--- config.mk ---
export PLATFORM = sky130hd
export DESIGN_NAME = lfsr_rng_gen
export DESIGN_NICKNAME = d
export VERILOG_FILES = /design/src/rtl/lfsr_rng_gen.sv
export SDC_FILE = /design/constraint.sdc
export NUM_CORES = 1
export LEC_CHECK = 0
export ABC_AREA = 0
export CAP_MARGIN = 20
export CORE_MARGIN = 1
export CORE_UTILIZATION = 46
export CTS_CLUSTER_SIZE = 16
export DETAILED_ROUTE_END_ITERATION = 8
export PLACE_DENSITY = 0.76
export SLEW_MARGIN = 20
export SYNTH_ARGS = -nofsm -noshare
export SYNTH_HDL_FRONTEND = slang
export SYNTH_SLANG_ARGS = --single-unit
--- constraint.sdc ---
create_clock -name clk -period 3.85 [get_ports clk]
set_input_delay 0.385 -clock clk [delete_from_list [all_inputs] [get_ports clk]]
set_output_delay 0.385 -clock clk [all_outputs]
set_load 0.02 [all_outputs]
--- src/rtl/lfsr_rng_gen.sv ---
// lfsr_rng_gen
// Pseudo-random number generator for game logic. A Galois LFSR runs every
// cycle. A draw engine turns its low bits into a value uniformly distributed
// in [0, bound). It uses masked rejection sampling, so there is no modulo bias.
// An optional no-repeat mode forbids returning the previous value twice in a
// row. After MAX_TRIES rejected candidates a deterministic fallback value is
// produced, so every draw finishes in bounded time.
//
// Ports
//   clk        clock
//   rst        synchronous active-low reset
//   seed_load  load seed_in (zero seed is replaced by SEED); aborts a draw
//   seed_in    new LFSR state
//   bound      exclusive upper limit of a draw, sampled when req is accepted
//   no_repeat  forbid rnd == previous rnd, sampled when req is accepted
//   req        draw request, level-sampled while idle
//   busy       high while a draw is in progress
//   valid      one-cycle pulse, rnd updated in the same cycle
//   rnd        last drawn value, held until the next valid
//   err        one-cycle pulse: req accepted with bound == 0
//   fallback   one-cycle pulse together with valid when the fallback path was used
//   lfsr_state current LFSR state (debug / verification)
//
// Handshake: req is sampled only while busy is low. A request with a non-zero
// bound and seed_load low is accepted on that edge, and busy rises. Requests
// seen while busy are dropped and are not queued. Each accepted request ends
// with exactly one valid pulse, unless seed_load or reset aborts it first.
// busy is already low in the cycle where valid is high, so a held req is
// accepted on the very next edge.

module lfsr_rng_gen #(
  parameter int                LFSR_W    = 16,
  parameter logic [LFSR_W-1:0] TAPS      = 16'hB400,
  parameter logic [LFSR_W-1:0] SEED      = 16'h00FF,
  parameter int                OUT_W     = 4,
  parameter int                MAX_TRIES = 8
) (
  input  logic              clk,
  input  logic              rst,
  input  logic              seed_load,
  input  logic [LFSR_W-1:0] seed_in,
  input  logic [OUT_W-1:0]  bound,
  input  logic              no_repeat,
  input  logic              req,
  output logic              busy,
  output logic              valid,
  output logic [OUT_W-1:0]  rnd,
  output logic              err,
  output logic              fallback,
  output logic [LFSR_W-1:0] lfsr_state
);

  localparam int CNT_W = $clog2(OUT_W + 1);
  localparam int TRY_W = $clog2(MAX_TRIES + 1);
  localparam logic [CNT_W-1:0] SHIFT_LAST = CNT_W'(OUT_W - 1);
  localparam logic [TRY_W-1:0] TRY_LAST   = TRY_W'(MAX_TRIES - 1);
  localparam logic [OUT_W-1:0] ONE        = OUT_W'(1);

  typedef enum logic [1:0] {
    IDLE  = 2'd0,
    SHIFT = 2'd1,
    CHECK = 2'd2,
    DONE  = 2'd3
  } state_t;

  state_t            state;
  logic [LFSR_W-1:0] lfsr;
  logic [CNT_W-1:0]  shift_cnt;
  logic [TRY_W-1:0]  tries;
  logic [OUT_W-1:0]  bound_q;
  logic              nr_q;
  logic [OUT_W-1:0]  res_q;
  logic              fb_q;

  // Smallest all-ones pattern covering v: smear the top set bit downwards.
  function automatic logic [OUT_W-1:0] fill_mask(input logic [OUT_W-1:0] v);
    logic [OUT_W-1:0] m;
    m = v;
    for (int i = 1; i < OUT_W; i++) begin
      m = m | (v >> i);
    end
    return m;
  endfunction

  logic [LFSR_W-1:0] lfsr_next;
  logic [LFSR_W-1:0] seed_val;
  logic [OUT_W-1:0]  bound_m1;
  logic [OUT_W-1:0]  mask;
  logic [OUT_W-1:0]  cand;
  logic [OUT_W-1:0]  over;
  logic [OUT_W-1:0]  wrap_val;
  logic [OUT_W-1:0]  fb_val;
  logic              is_rep;
  logic              accept;

  assign lfsr_next = {1'b0, lfsr[LFSR_W-1:1]} ^ (lfsr[0] ? TAPS : '0);
  // A zero state would lock the LFSR up, so zero seeds become SEED.
  assign seed_val  = (seed_in == '0) ? SEED : seed_in;

  // mask >= bound-1 and mask < 2*bound, so a candidate is accepted with
  // probability > 1/2. Because cand < 2*bound, cand-bound is always in range.
  assign bound_m1 = bound_q - ONE;
  assign mask     = fill_mask(bound_m1);
  assign cand     = lfsr[OUT_W-1:0] & mask;
  // rnd doubles as the previous value for no-repeat comparisons.
  assign is_rep   = nr_q && (bound_q != ONE) && (cand == rnd);
  assign accept   = (cand < bound_q) && !is_rep;

  // Fallback: fold an out-of-range candidate back into range. If that still
  // repeats (or the candidate was rejected only as a repeat), step one past
  // the previous value, wrapping at bound.
  assign wrap_val = (rnd == bound_m1) ? '0 : rnd + ONE;
  assign over     = cand - bound_q;
  assign fb_val   = (cand >= bound_q) ? ((nr_q && (over == rnd)) ? wrap_val : over)
                                      : wrap_val;

  assign busy       = (state != IDLE);
  assign lfsr_state = lfsr;

  always_ff @(posedge clk) begin
    if (!rst) begin
      lfsr      <= SEED;
      state     <= IDLE;
      shift_cnt <= '0;
      tries     <= '0;
      bound_q   <= '0;
      nr_q      <= 1'b0;
      res_q     <= '0;
      fb_q      <= 1'b0;
      rnd       <= '0;
      valid     <= 1'b0;
      err       <= 1'b0;
      fallback  <= 1'b0;
    end else begin
      valid    <= 1'b0;
      err      <= 1'b0;
      fallback <= 1'b0;
      if (seed_load) begin
        // Seed load wins over stepping and silently abandons any draw.
        lfsr      <= seed_val;
        state     <= IDLE;
        shift_cnt <= '0;
        tries     <= '0;
      end else begin
        lfsr <= lfsr_next;
        case (state)
          IDLE: begin
            if (req) begin
              if (bound == '0) begin
                err <= 1'b1;
              end else begin
                bound_q   <= bound;
                nr_q      <= no_repeat;
                tries     <= '0;
                shift_cnt <= '0;
                state     <= SHIFT;
              end
            end
          end
          SHIFT: begin
            // Let OUT_W steps pass so the next candidate uses fresh bits.
            if (shift_cnt == SHIFT_LAST) begin
              state <= CHECK;
            end else begin
              shift_cnt <= shift_cnt + 1'b1;
            end
          end
          CHECK: begin
            if (accept) begin
              res_q <= cand;
              fb_q  <= 1'b0;
              state <= DONE;
            end else if (tries == TRY_LAST) begin
              res_q <= fb_val;
              fb_q  <= 1'b1;
              state <= DONE;
            end else begin
              tries     <= tries + 1'b1;
              shift_cnt <= '0;
              state     <= SHIFT;
            end
          end
          DONE: begin
            rnd      <= res_q;
            valid    <= 1'b1;
            fallback <= fb_q;
            state    <= IDLE;
          end
          default: state <= IDLE;
        endcase
      end
    end
  end

endmodule

==> impl_metrics.csv <==
group,metric,value,unit
detailed_routing,drc,0,
finish,seq_area,841,sq um
setup_path,worst_ep_arrival_time,3780,ps
floorplan,core-area,4850,sq um
timing,fin_crit,3580,ps
cts,post-cts-setup-buffers,0,
power_and_ir_drop,pwr_density_cell,344,nW/um^2
setup_path,slowest_stage,"dfxtp_1",
synthesis,synth_cell_type_count,52,
hold_path,min_from,"fb_q$_SDFFE_PN0P_",
grt,grt_max_degree,21,
floorplan,die_w,73.9,um
setup_path,max_stage_delay,390,ps
finish,nets,343,
timing,finalMaxSlewViolations,0,
synthesis,avgSynthCellArea,8.98,sq um
grt,grt_pass1_vias,1975,
timing,timing.setup.tns,0,ps
timing,fmax,279,MHz
finish,areaGrowthSynthToFinish,25.5,%
timing,finalSetupViolations,0,
floorplan,die-area,5460,sq um
setup_path,reg2reg_from,"bound_q[1]$_SDFFE_PN0P_",
hold_path,holdPathEnd,"fallback$_SDFF_PP0_",
grt,grt_usage,21.9,%
floorplan,ios,49,
synthesis,synth-seq-cells,42,
job,cap_violations,0,
timing,hold_viol,0,
detailed_routing,dr.pass1.iters,4,
setup_path,crit_type,"register to register",
placement,gp_congestion,0.889,
timing,rsz0062_at_grt,"false",
timing,slew_headroom,40.3,%
cts,clkSinkCount,42,
detailed_routing,ant_nets,0,
setup_path,cp.required,4040,ps
placement,io_buffers,48,
power_and_ir_drop,leakagePower,1.17,nW
timing,fin_worst_skew,12.8,ps
finish,multi_input_area,1410,sq um
cts,clockBufferDepth,2,
finish,num-fill-cells,436,
finish,stdcell_area,2990,sq um
placement,dpl.hpwl,4130,um
setup_path,r2r_slack,270,ps
detailed_routing,wl_per_cell,15.0,um
floorplan,start_util,49.1,%
hold_path,hold_class,"register to register",
outcome,status,"complete, no violations",
detailed_routing,viasPerCell,5.40,
timing,finalHoldWorstSlack,467,ps
power_and_ir_drop,vdd_drop_max,0.254,mV
synthesis,syn_inst,265,
cts,clock_latency,310,ps
setup_path,critPathLaunchType,"register",
detailed_routing,drtIter0Drc,55,
power_and_ir_drop,power,0.00103,W
cts,cts_root_buf,"clkbuf_8",
detailed_routing,drt-total-wl,5610,um
timing,fin_crit_sh,93.1,%
setup_path,crit_chain,"inv_1, ha_1, or2_0, o21a_1, o311ai_4, ha_1, inv_1, fa_1, xor2_1, xnor2_1, nand4_1, o21ai_2, mux2_2, mux2i_1, o22ai_1",
cts,cts_buffers,5,
synthesis,synthArstFlopShare,0,%
synthesis,synth.yosys.seq_area_share,35.3,%
cts,cts_max_level,2,
placement,placed_cell_area,2890,sq um
setup_path,startpoint,"bound_q[1]$_SDFFE_PN0P_",
setup_path,reg2regPathDepth,15,
timing,max_slew.worst_pin.slew,889,ps
grt,antenna_found_initial,0,
cts,cts_tree,"done",
cts,path_clk_slew,90,ps
synthesis,synth_nets,303,
timing,setup_slack,266,ps
synthesis,yosysWarnings,0,
grt,grt_pass1_wl,9210,um
floorplan,dieHeight,73.9,um
synthesis,ys.flop_type,"dfxtp_1",
setup_path,worst-path-max-fanout,5,
synthesis,synth_edf_count,0,
finish,insertedDiodeCount,0,
hold_path,hold_path_depth,1,
grt,grt_overflow,0,
setup_path,r2r-end,"res_q[1]$_SDFFE_PN0P_",
detailed_routing,vias,2014,
floorplan,rows,25,
finish,drive_above_1_share,8.82,%
setup_path,end_kind,"register",
placement,post-place-ws,65.9,ps
synthesis,synthesis.area,2380,sq um
==> placed cells by master, fill, tap and decap left out, types with 3 or more instances in the layout <==
cell / count
dfxtp_1: 42
o22a_1: 8
nand3b_1: 4
xnor2_1: 12
xor2_1: 9
a21oi_1: 9
inv_1: 14
clkbuf_8: 5
nand3_1: 9
nand2_1: 13
buf_4: 3
nor2_1: 33
nand4_1: 5
nor3_1: 3
mux2i_1: 19
o22ai_1: 4
clkdlybuf4s50_1: 48
mux2_2: 3
nor2b_1: 4
nand2b_1: 3
nor4_1: 5
ha_1: 12
==> synthesized netlist by cell type (3+ instances only) <==
library cell | number | share of area, %
ha_1 | 12 | 6.3
xnor2_1 | 12 | 4.4
nor4_1 | 5 | 1.3
nand2_1 | 13 | 2.1
o22ai_1 | 4 | 1.1
nand3b_1 | 4 | 1.3
mux2_2 | 3 | 1.4
clkbuf_1 | 13 | 2.1
nand3_1 | 9 | 1.9
nand2b_1 | 3 | 0.79
nand4_1 | 5 | 1.3
inv_1 | 14 | 2.2
a21oi_1 | 9 | 1.9
o22a_1 | 8 | 2.9
dfxtp_1 | 42 | 35
nor2_1 | 33 | 5.2
xor2_1 | 9 | 3.3
nor2b_1 | 4 | 1.1
nor3_1 | 3 | 0.63
mux2i_1 | 19 | 8.0
==> where the power goes <==
| group | switching, W | internal, W | leakage (nW) |
|---|---|---|---|
| registers | 0.0000141 | 0.000450 | 0.343 |
| clock network | 0.000178 | 0.000135 | 0.0467 |
| logic | 0.000128 | 0.000123 | 0.780 |
| total | 0.000320 | 0.000707 | 1.17 |
==> worst max-delay path, delay by kind of cell, from the launching register on <==
kind                       cells  cell delay (ps)
xor gates and xnor gates       2              390
AOI/OAI and AO/OA              4              870
buffers and inverters          2              130
DFF                            1              390
and+or+nand+nor                2              360
adders and majority gates      3              830
muxes                          2              510
==> area by class of cell <==
| class | instances | area share, % |
|---|---|---|
| Multi-Input combinational cell | 191 | 47.2 |
| Sequential cell | 42 | 28.2 |
| Timing Repair Buffer | 51 | 16.8 |
| Tap cell | 67 | 2.81 |
| Clock buffer | 5 | 2.30 |
| Inverter | 14 | 1.76 |
| Clock inverter | 3 | 0.922 |
==> logic make-up after synthesis <==
family	count (synthesis)	share of synthesized area [%]
fa+ha+maj	13	7.15
xor+xnor	21	7.73
compound gates	42	14.4
mux	23	10.0
simple gates	92	19.8
buf+inv	32	5.63
flops	42	35.3
==> worst max-delay path by stage <==
stage | to | slack, ps | cells after the start
CTS | res_q[1]$_SDFFE_PN0P_ | 10 | 15
global placement | res_q[1]$_SDFFE_PN0P_ | 200 | 15
finish | res_q[1]$_SDFFE_PN0P_ | 270 | 15
global route | res_q[1]$_SDFFE_PN0P_ | 4 | 15
floorplan | res_q[1]$_SDFFE_PN0P_ | 280 | 15
detailed placement | res_q[1]$_SDFFE_PN0P_ | 70 | 15
==> per-layer routing <==
| metal | up-vias | track usage, % | routed length [um] |
|---|---|---|---|
| met3 | 9 | 4.53 | 303 |
| met4 | 0 | 5.77 | 75 |
| met1 | 940 | 27.2 | 2580 |
| met5 | - | 0 | 0 |
| li1 | 1005 | - | - |
| met2 | 60 | 38.3 | 2650 |
==> timing repair <==
action | CTS | global route
setup endpoints to repair | 0 | 4
gates resized for setup | 0 | 3
hold buffers | 0 | 0
==> registers in the layout, summed over array words and instances (netlist names) <==
signal	cells
lfsr_state	16
bound_q	4
res_q	4
rnd	4
tries	4
shift_cnt	3
state	2
err	1
fallback	1
fb_q	1
nr_q	1
valid	1
==> through the flow <==
stage	util, %	instances
after detailed placement	59.5	365
after CTS	61.5	373
after global routing	61.6	373
after global placement	59.5	365
after floorplan	-	265
final	61.6	373
No activity file was read; power rests on OpenSTA's default activity.
